==> src/rtl/shift_add_multiplier.sv <==
// shift_add_multiplier: sequential WIDTH x WIDTH unsigned shift-and-add multiplier.
// Optional macro MULT_EARLY_EXIT_EN ends the RUN phase as soon as the remaining multiplier bits are zero.
module shift_add_multiplier #(
    parameter int WIDTH = 4
) (
    input  logic               clk,
    input  logic               rst,
    input  logic               start,
    input  logic [WIDTH-1:0]   a,
    input  logic [WIDTH-1:0]   b,
    output logic               busy,
    output logic               done,
    output logic [2*WIDTH-1:0] p
);
    localparam int CW = $clog2(WIDTH) + 1;
    localparam logic [CW-1:0] LAST = CW'(WIDTH - 1);

    typedef enum logic [1:0] {IDLE, RUN, DONE} state_e;

    state_e             state_q, state_d;
    logic [2*WIDTH-1:0] mcand_q, mcand_d;
    logic [WIDTH-1:0]   mplier_q, mplier_d;
    logic [2*WIDTH-1:0] acc_q, acc_d;
    logic [CW-1:0]      cnt_q, cnt_d;
    logic [2*WIDTH-1:0] p_q, p_d;

    logic               start_ok;
    logic               run;
    logic               last_iter;
    logic [2*WIDTH-1:0] sum;
    logic [2*WIDTH-1:0] carry;
    logic [2*WIDTH-1:0] acc_add;

    // One ripple-carry adder shared by every iteration; the top carry is never needed.
    assign carry[0] = 1'b0;
    for (genvar i = 0; i < 2*WIDTH; i++) begin : g_fa
        assign sum[i] = acc_q[i] ^ mcand_q[i] ^ carry[i];
        if (i < 2*WIDTH - 1) begin : g_c
            assign carry[i+1] = (acc_q[i] & mcand_q[i]) | (carry[i] & (acc_q[i] ^ mcand_q[i]));
        end
    end

    assign start_ok = (state_q == IDLE) && start;
    assign run      = (state_q == RUN);

`ifdef MULT_EARLY_EXIT_EN
    assign last_iter = (cnt_q == LAST) || (mplier_q[WIDTH-1:1] == '0);
`else
    assign last_iter = (cnt_q == LAST);
`endif

    // State register.
    always_ff @(posedge clk) begin
        if (rst) state_q <= IDLE;
        else     state_q <= state_d;
    end

    // Next-state logic: launch on start, iterate, then a single DONE cycle.
    always_comb begin
        state_d = state_q;
        case (state_q)
            IDLE:    state_d = start ? RUN : IDLE;
            RUN:     state_d = last_iter ? DONE : RUN;
            DONE:    state_d = IDLE;
            default: state_d = IDLE;
        endcase
    end

    // Handshake outputs decoded straight from the state.
    always_comb begin
        busy = (state_q == RUN);
        done = (state_q == DONE);
    end

    // Datapath next values: load operands on accept, shift/accumulate while running.
    always_comb begin
        acc_add  = mplier_q[0] ? sum : acc_q;
        mcand_d  = start_ok ? {{WIDTH{1'b0}}, a} : run ? mcand_q << 1 : mcand_q;
        mplier_d = start_ok ? b : run ? mplier_q >> 1 : mplier_q;
        acc_d    = start_ok ? '0 : run ? acc_add : acc_q;
        cnt_d    = start_ok ? '0 : run ? cnt_q + CW'(1) : cnt_q;
        p_d      = (run && last_iter) ? acc_add : p_q;
    end

    // Datapath registers; p captures the final sum on the RUN -> DONE transition.
    always_ff @(posedge clk) begin
        if (rst) begin
            mcand_q  <= '0;
            mplier_q <= '0;
            acc_q    <= '0;
            cnt_q    <= '0;
            p_q      <= '0;
        end else begin
            mcand_q  <= mcand_d;
            mplier_q <= mplier_d;
            acc_q    <= acc_d;
            cnt_q    <= cnt_d;
            p_q      <= p_d;
        end
    end

    assign p = p_q;
endmodule

==> config.mk <==
export PLATFORM = sky130hd
export DESIGN_NAME = shift_add_multiplier
export DESIGN_NICKNAME = d
export VERILOG_FILES = /design/src/rtl/shift_add_multiplier.sv
export SDC_FILE = /design/constraint.sdc
export NUM_CORES = 1
export LEC_CHECK = 0
export CAP_MARGIN = 20
export CORE_AREA = 2 2 56 58
export CTS_CLUSTER_DIAMETER = 80
export CTS_CLUSTER_SIZE = 12
export DETAILED_ROUTE_END_ITERATION = 10
export DIE_AREA = 0 0 58 60
export GPL_ROUTABILITY_DRIVEN = 0
export PLACE_DENSITY = 0.81
export SYNTH_ARGS = -nofsm -noshare
export SYNTH_HDL_FRONTEND = slang
export SYNTH_SLANG_ARGS = --single-unit
==> constraint.sdc <==
create_clock -name clk -period 7.85 [get_ports clk]
set_input_delay 0.785 -clock clk [delete_from_list [all_inputs] [get_ports clk]]
set_output_delay 0.785 -clock clk [all_outputs]
set_load 0.02 [all_outputs]
# Word level (Yosys, flattened, before mapping)

Cells that the tools add are included.

Add/subtract/negate cells: 1
Equality and inequality tests: 3
Mux-type cells: 8
Bitwise gates (word level): 34
Reductions and logical operators: 5

Operator list:

| operator                                                              | count |
|---|---|
| 4-bit two-way mux                                                     | 4 |
| 1-bit bitwise XOR                                                     | 15 |
| 1-bit AND                                                             | 13 |
| 8-bit two-way mux                                                     | 1 |
| 1-bit OR                                                              | 6 |
| 2-bit one-hot mux with 2 select lines                                 | 1 |
| 3-bit by 1-bit adder with 3-bit output, second input constant         | 1 |
| 3-bit by 2-bit equality test with 1-bit output, second input constant | 1 |
| 2-bit by 1-bit equality test with 1-bit output, second input constant | 1 |
| 2-bit equality test, second input constant                            | 1 |
| 1-bit logical AND                                                     | 2 |
| 2-bit logical NOT                                                     | 1 |
| 2-bit two-way mux                                                     | 1 |
| 2-bit nonzero test                                                    | 1 |
| 2-bit OR reduction                                                    | 1 |
| 1-bit two-way mux                                                     | 1 |

Register bits: 33
Input bits: 11

# Longest topological paths before layout

Depth in word-level cells: 15
Mapped depth: 12
Depth with buffers taken out: 12

# Worst setup path before layout

Ideal clock, no wire load.

Kind: register -> register
From: register mcand_q[0]
To: register p_q[7] (netlist: p[7])
Setup time: 0.088 ns
Arrival time: 3.297 ns
Path slack: 4.465 ns
Cell stages (with the launch flop): 13
Clock period less this slack: 3.385 ns
Cells stage by stage: dfxtp_1 > ha_1 > fa_1 > fa_1 > fa_1 > inv_1 > fa_1 > inv_1 > fa_1 > fa_1 > xnor2_1 > or3_1 > a311oi_2

Longest elaborated chain between the ends: 15

RTL lines:

| element                  | RTL line | RTL |
|---|---|---|
| start: declaration       | 21       | `logic [2*WIDTH-1:0] mcand_q, mcand_d;` |
| start signal: assignment | 94       | `mcand_q <= mcand_d;` |
| 1-bit AND (2 in a row)   | 39       | `assign carry[i+1] = (acc_q[i] & mcand_q[i]) \| (carry[i] & (acc_q[i] ^ mcand_q[i]));` |
| 1-bit OR                 | 39       |  |
| 1-bit AND                | 39       |  |
| 1-bit OR                 | 39       |  |
| 1-bit AND                | 39       |  |
| 1-bit OR                 | 39       |  |
| 1-bit AND                | 39       |  |
| 1-bit OR                 | 39       |  |
| 1-bit AND                | 39       |  |
| 1-bit OR                 | 39       |  |
| 1-bit AND                | 39       |  |
| 1-bit OR                 | 39       |  |
| 1-bit bitwise XOR        | 37       | `assign sum[i] = acc_q[i] ^ mcand_q[i] ^ carry[i];` |
| 8-bit two-way mux        | 77       | `acc_add = mplier_q[0] ? sum : acc_q;` |
| end signal: assignment   | 98       | `p_q <= p_d;` |
| end: declaration         | 25       | `logic [2*WIDTH-1:0] p_q, p_d;` |

Every way passes these cells.
A chain may end at the register's enable or synchronous reset.

# Worst setup path after layout

Ends and elaborated chain as after synthesis.

==> results.toml <==
[run_status]
status = "finished clean"

[routing]
vias_per_cell = 5.79
dr.pass1.iters = 4
avgRoutedWirePerCell_um = 14.9
postRouteAntennaNets = 0
drt_wl_total_mm = 3.18
vias = 1238
drt_iter0_drc = 50
drc = 0

[synthesis]
ys_warn_count = 0
netlist_area_um2 = 1610
synth_cell_types = 38
synth.area.top_cells = "dfxtp_1 (41%), fa_1 (7.4%), a211oi_1 (4.7%), nand2_1 (4.2%), buf_6 (4.2%)"
syn_nets = 185
ys_ff_latch = 33
synth_seq_area_share_pct = 40.9
yosysTopAreaCell = "dfxtp_1"
synth_cells = 165
synth.top_cell.area_share_pct = 40.9
syn_area_per_cell_um2 = 9.78

[placement]
dp_hpwl_mm = 2.25
port_buffers = 20
dpl.cell_count = 207

[critical_path]
critical_path_buf_inv_count = 2
crit_path_max_incr_delay_ps = 410
crit_start = "mcand_q[0]$_SDFFE_PP0P_"
cp_data_required_time_ps = 8100
path_max_fanout = 3
worstPathArrival_ps = 3850
rr_startpoint = "mcand_q[0]$_SDFFE_PP0P_"
crit_slowest_cell = "fa_1"
path_cells = "ha_1 > fa_1 > fa_1 > fa_1 > inv_1 > fa_1 > inv_1 > fa_1 > fa_1 > xnor2_1 > or3_1 > a311oi_2"
reg2reg_depth = 12
cp-start-kind = "flop"
reg2reg_to = "p[7]$_SDFFE_PP0P_"
path_delay_family = "adder cells"
worstSetupEndpointType = "flop"
path_depth = 12
critical_path_class = "reg2reg"
crit_top_cell = "fa_1"
rrSetupSlack_ps = 4250

[clock_network]
cts.clk_slew.worst_paths_ps = 100
cts_root_buf = "clkbuf_4"
cts_resized = 0
clock_sinks = 33
cts_tree = "yes"
holdBufCountCts = 0
clock_path_buffers = 2
htree_levels = 2
cts_setup_buffers = 0
cts_buffers = 5
insertion_delay_ps = 340

[floorplanning]
die_w_um = 58
io_pins = 21
rows = 20
fp.coreArea_um2 = 2900
die_y_um = 60
start_util_pct = 55.6
die-area_um2 = 3480

[finish]
antenna_cells = 0
nets = 201
stdcell_count = 214
final_cell_mix = "dfxtp_1 (33), clkdlybuf4s50_1 (20), nand2_1 (18), nor2_1 (16), a21oi_1 (12)"
final_common_cell = "dfxtp_1"
area_growth_pct = 11.8
fillCellCount = 255
drive_gt1_share_pct = 11.6

[sta]
hold_viol_final = 0
post-route-period-util_pct = 45.9
skew_ps = 13.2
setup_viol = 0
fmaxAchievable_mhz = 277
fin_crit_ps = 3600
tns_ps = 0
fin_hold_ws_ps = 464
slew-limit-headroom_pct = 39.6
rsz0062_at_grt = "no"
slew_violations = 0
tightest_slew_ps = 905

[global_route]
grtUsageMet1_pct = 24.0
grt_use_met2_pct = 36.9
gr-max-usage-layer = "met2"
track_usage_pct = 21.5
grt_remaining_overflow = 0
grt_pass1_wl_mm = 5.50
use_met3_pct = 7.58
grt_pass1_vias = 1235
grt_max_degree = 22
antenna_found_initial = 0

[pwr]
power_density_nw_per_um2 = 173
power_mw = 0.312
p_leak_nw = 0.619
irDropWorstVdd_v = 0.000156

[min_path]
hp-start = "cnt_q[1]$_SDFFE_PP0P_"
hold_path_class = "reg2reg"
hold_end = "cnt_q[1]$_SDFFE_PP0P_"
hold_depth = 2

[run]
maxCapViolCount = 0
==> cell type report <==
cell class	instances	area (um^2)	area share (%)
Inverter	9	38.8	2.15
Multi-Input combinational cell	112	808	44.8
Sequential cell	33	661	36.6
Clock buffer	7	55.1	3.05
Tap cell	33	41.3	2.29
Timing Repair Buffer	20	200	11.1
==> flip-flops by register name (all words and copies together), names as in the netlist <==
signal / flops
mplier_q: 4
cnt_q: 3
mcand_q: 8
state_q: 2
p: 8
acc_q: 8
==> worst reg2reg max path, cell delays in order (launching register included) <==
cell and delay, ps:
dfxtp_1 350, ha_1 220, fa_1 410, fa_1 400, fa_1 370, inv_1 80
fa_1 160, inv_1 50, fa_1 370, fa_1 390, xnor2_1 160, or3_1 330
a311oi_2 230
==> metrics by stage <==
step / util [%] / setup slack, ps / area [um^2]
after floorplan: - / 4460 / 1610
after global placement: 60.3 / 4390 / 1750
after detailed placement: 60.3 / 4310 / 1750
after CTS: 62.2 / 4240 / 1800
after global routing: 62.2 / 4090 / 1800
final: 62.2 / 4250 / 1800
==> metal layers <==
metal  routed length (um)  share of wire, %  up-vias
li1                     -                 -      604
met1                 1330                42      599
met2                 1630                51       28
met4                   73               2.3        0
met5                    0                 0        -
met3                  142               4.5        7
==> cell usage after synthesis <==
library cell,n
nor2_2,2
nand2b_1,2
ha_1,3
a21oi_2,1
mux2_2,1
nor3b_2,1
inv_6,1
a221oi_1,1
and3b_1,1
o21ai_0,1
o21bai_1,1
mux2i_1,6
nor3b_1,1
a211oi_2,3
buf_12,1
o22ai_1,6
a311oi_2,2
nor3_2,1
a211oi_1,10
o21ba_2,1
nand3b_1,2
a22oi_1,2
o211ai_2,1
buf_6,6
xnor2_1,2
fa_1,6
buf_1,1
inv_2,1
dfxtp_1,33
nor3_1,1
or2_0,1
a21oi_1,12
nand3_1,6
or3_1,1
nand2_1,18
nor2_1,16
inv_1,7
buf_2,3
==> worst max-delay path by stage <==
stage                     slack [ps]                 to
final                           4250  p[7]$_SDFFE_PP0P_
after global routing            4090  p[7]$_SDFFE_PP0P_
after CTS                       4240  p[7]$_SDFFE_PP0P_
after detailed placement        4310  p[7]$_SDFFE_PP0P_
after global placement          4390  p[7]$_SDFFE_PP0P_
after floorplan                 4460  p[7]$_SDFFE_PP0P_
==> power by group <==
part / total, mW / internal [mW] / switching, mW
Sequential: 0.180 / 0.172 / 0.00791
Clock: 0.0983 / 0.0423 / 0.0561
Combinational: 0.0330 / 0.0151 / 0.0180
Total: 0.312 / 0.230 / 0.0819
==> cells by family (layout without fill, tap and decap cells) <==
group / Yosys count / count (layout) / share of synthesized area [%]
compound gates: 41 / 41 / 19.1
xor+xnor: 2 / 2 / 1.09
fa+ha+maj: 9 / 9 / 9.77
buf+inv: 20 / 36 / 8.99
flops: 33 / 33 / 40.9
mux: 7 / 7 / 4.42
simple gates: 53 / 53 / 15.7
Power figures use the tool's default switching activity.
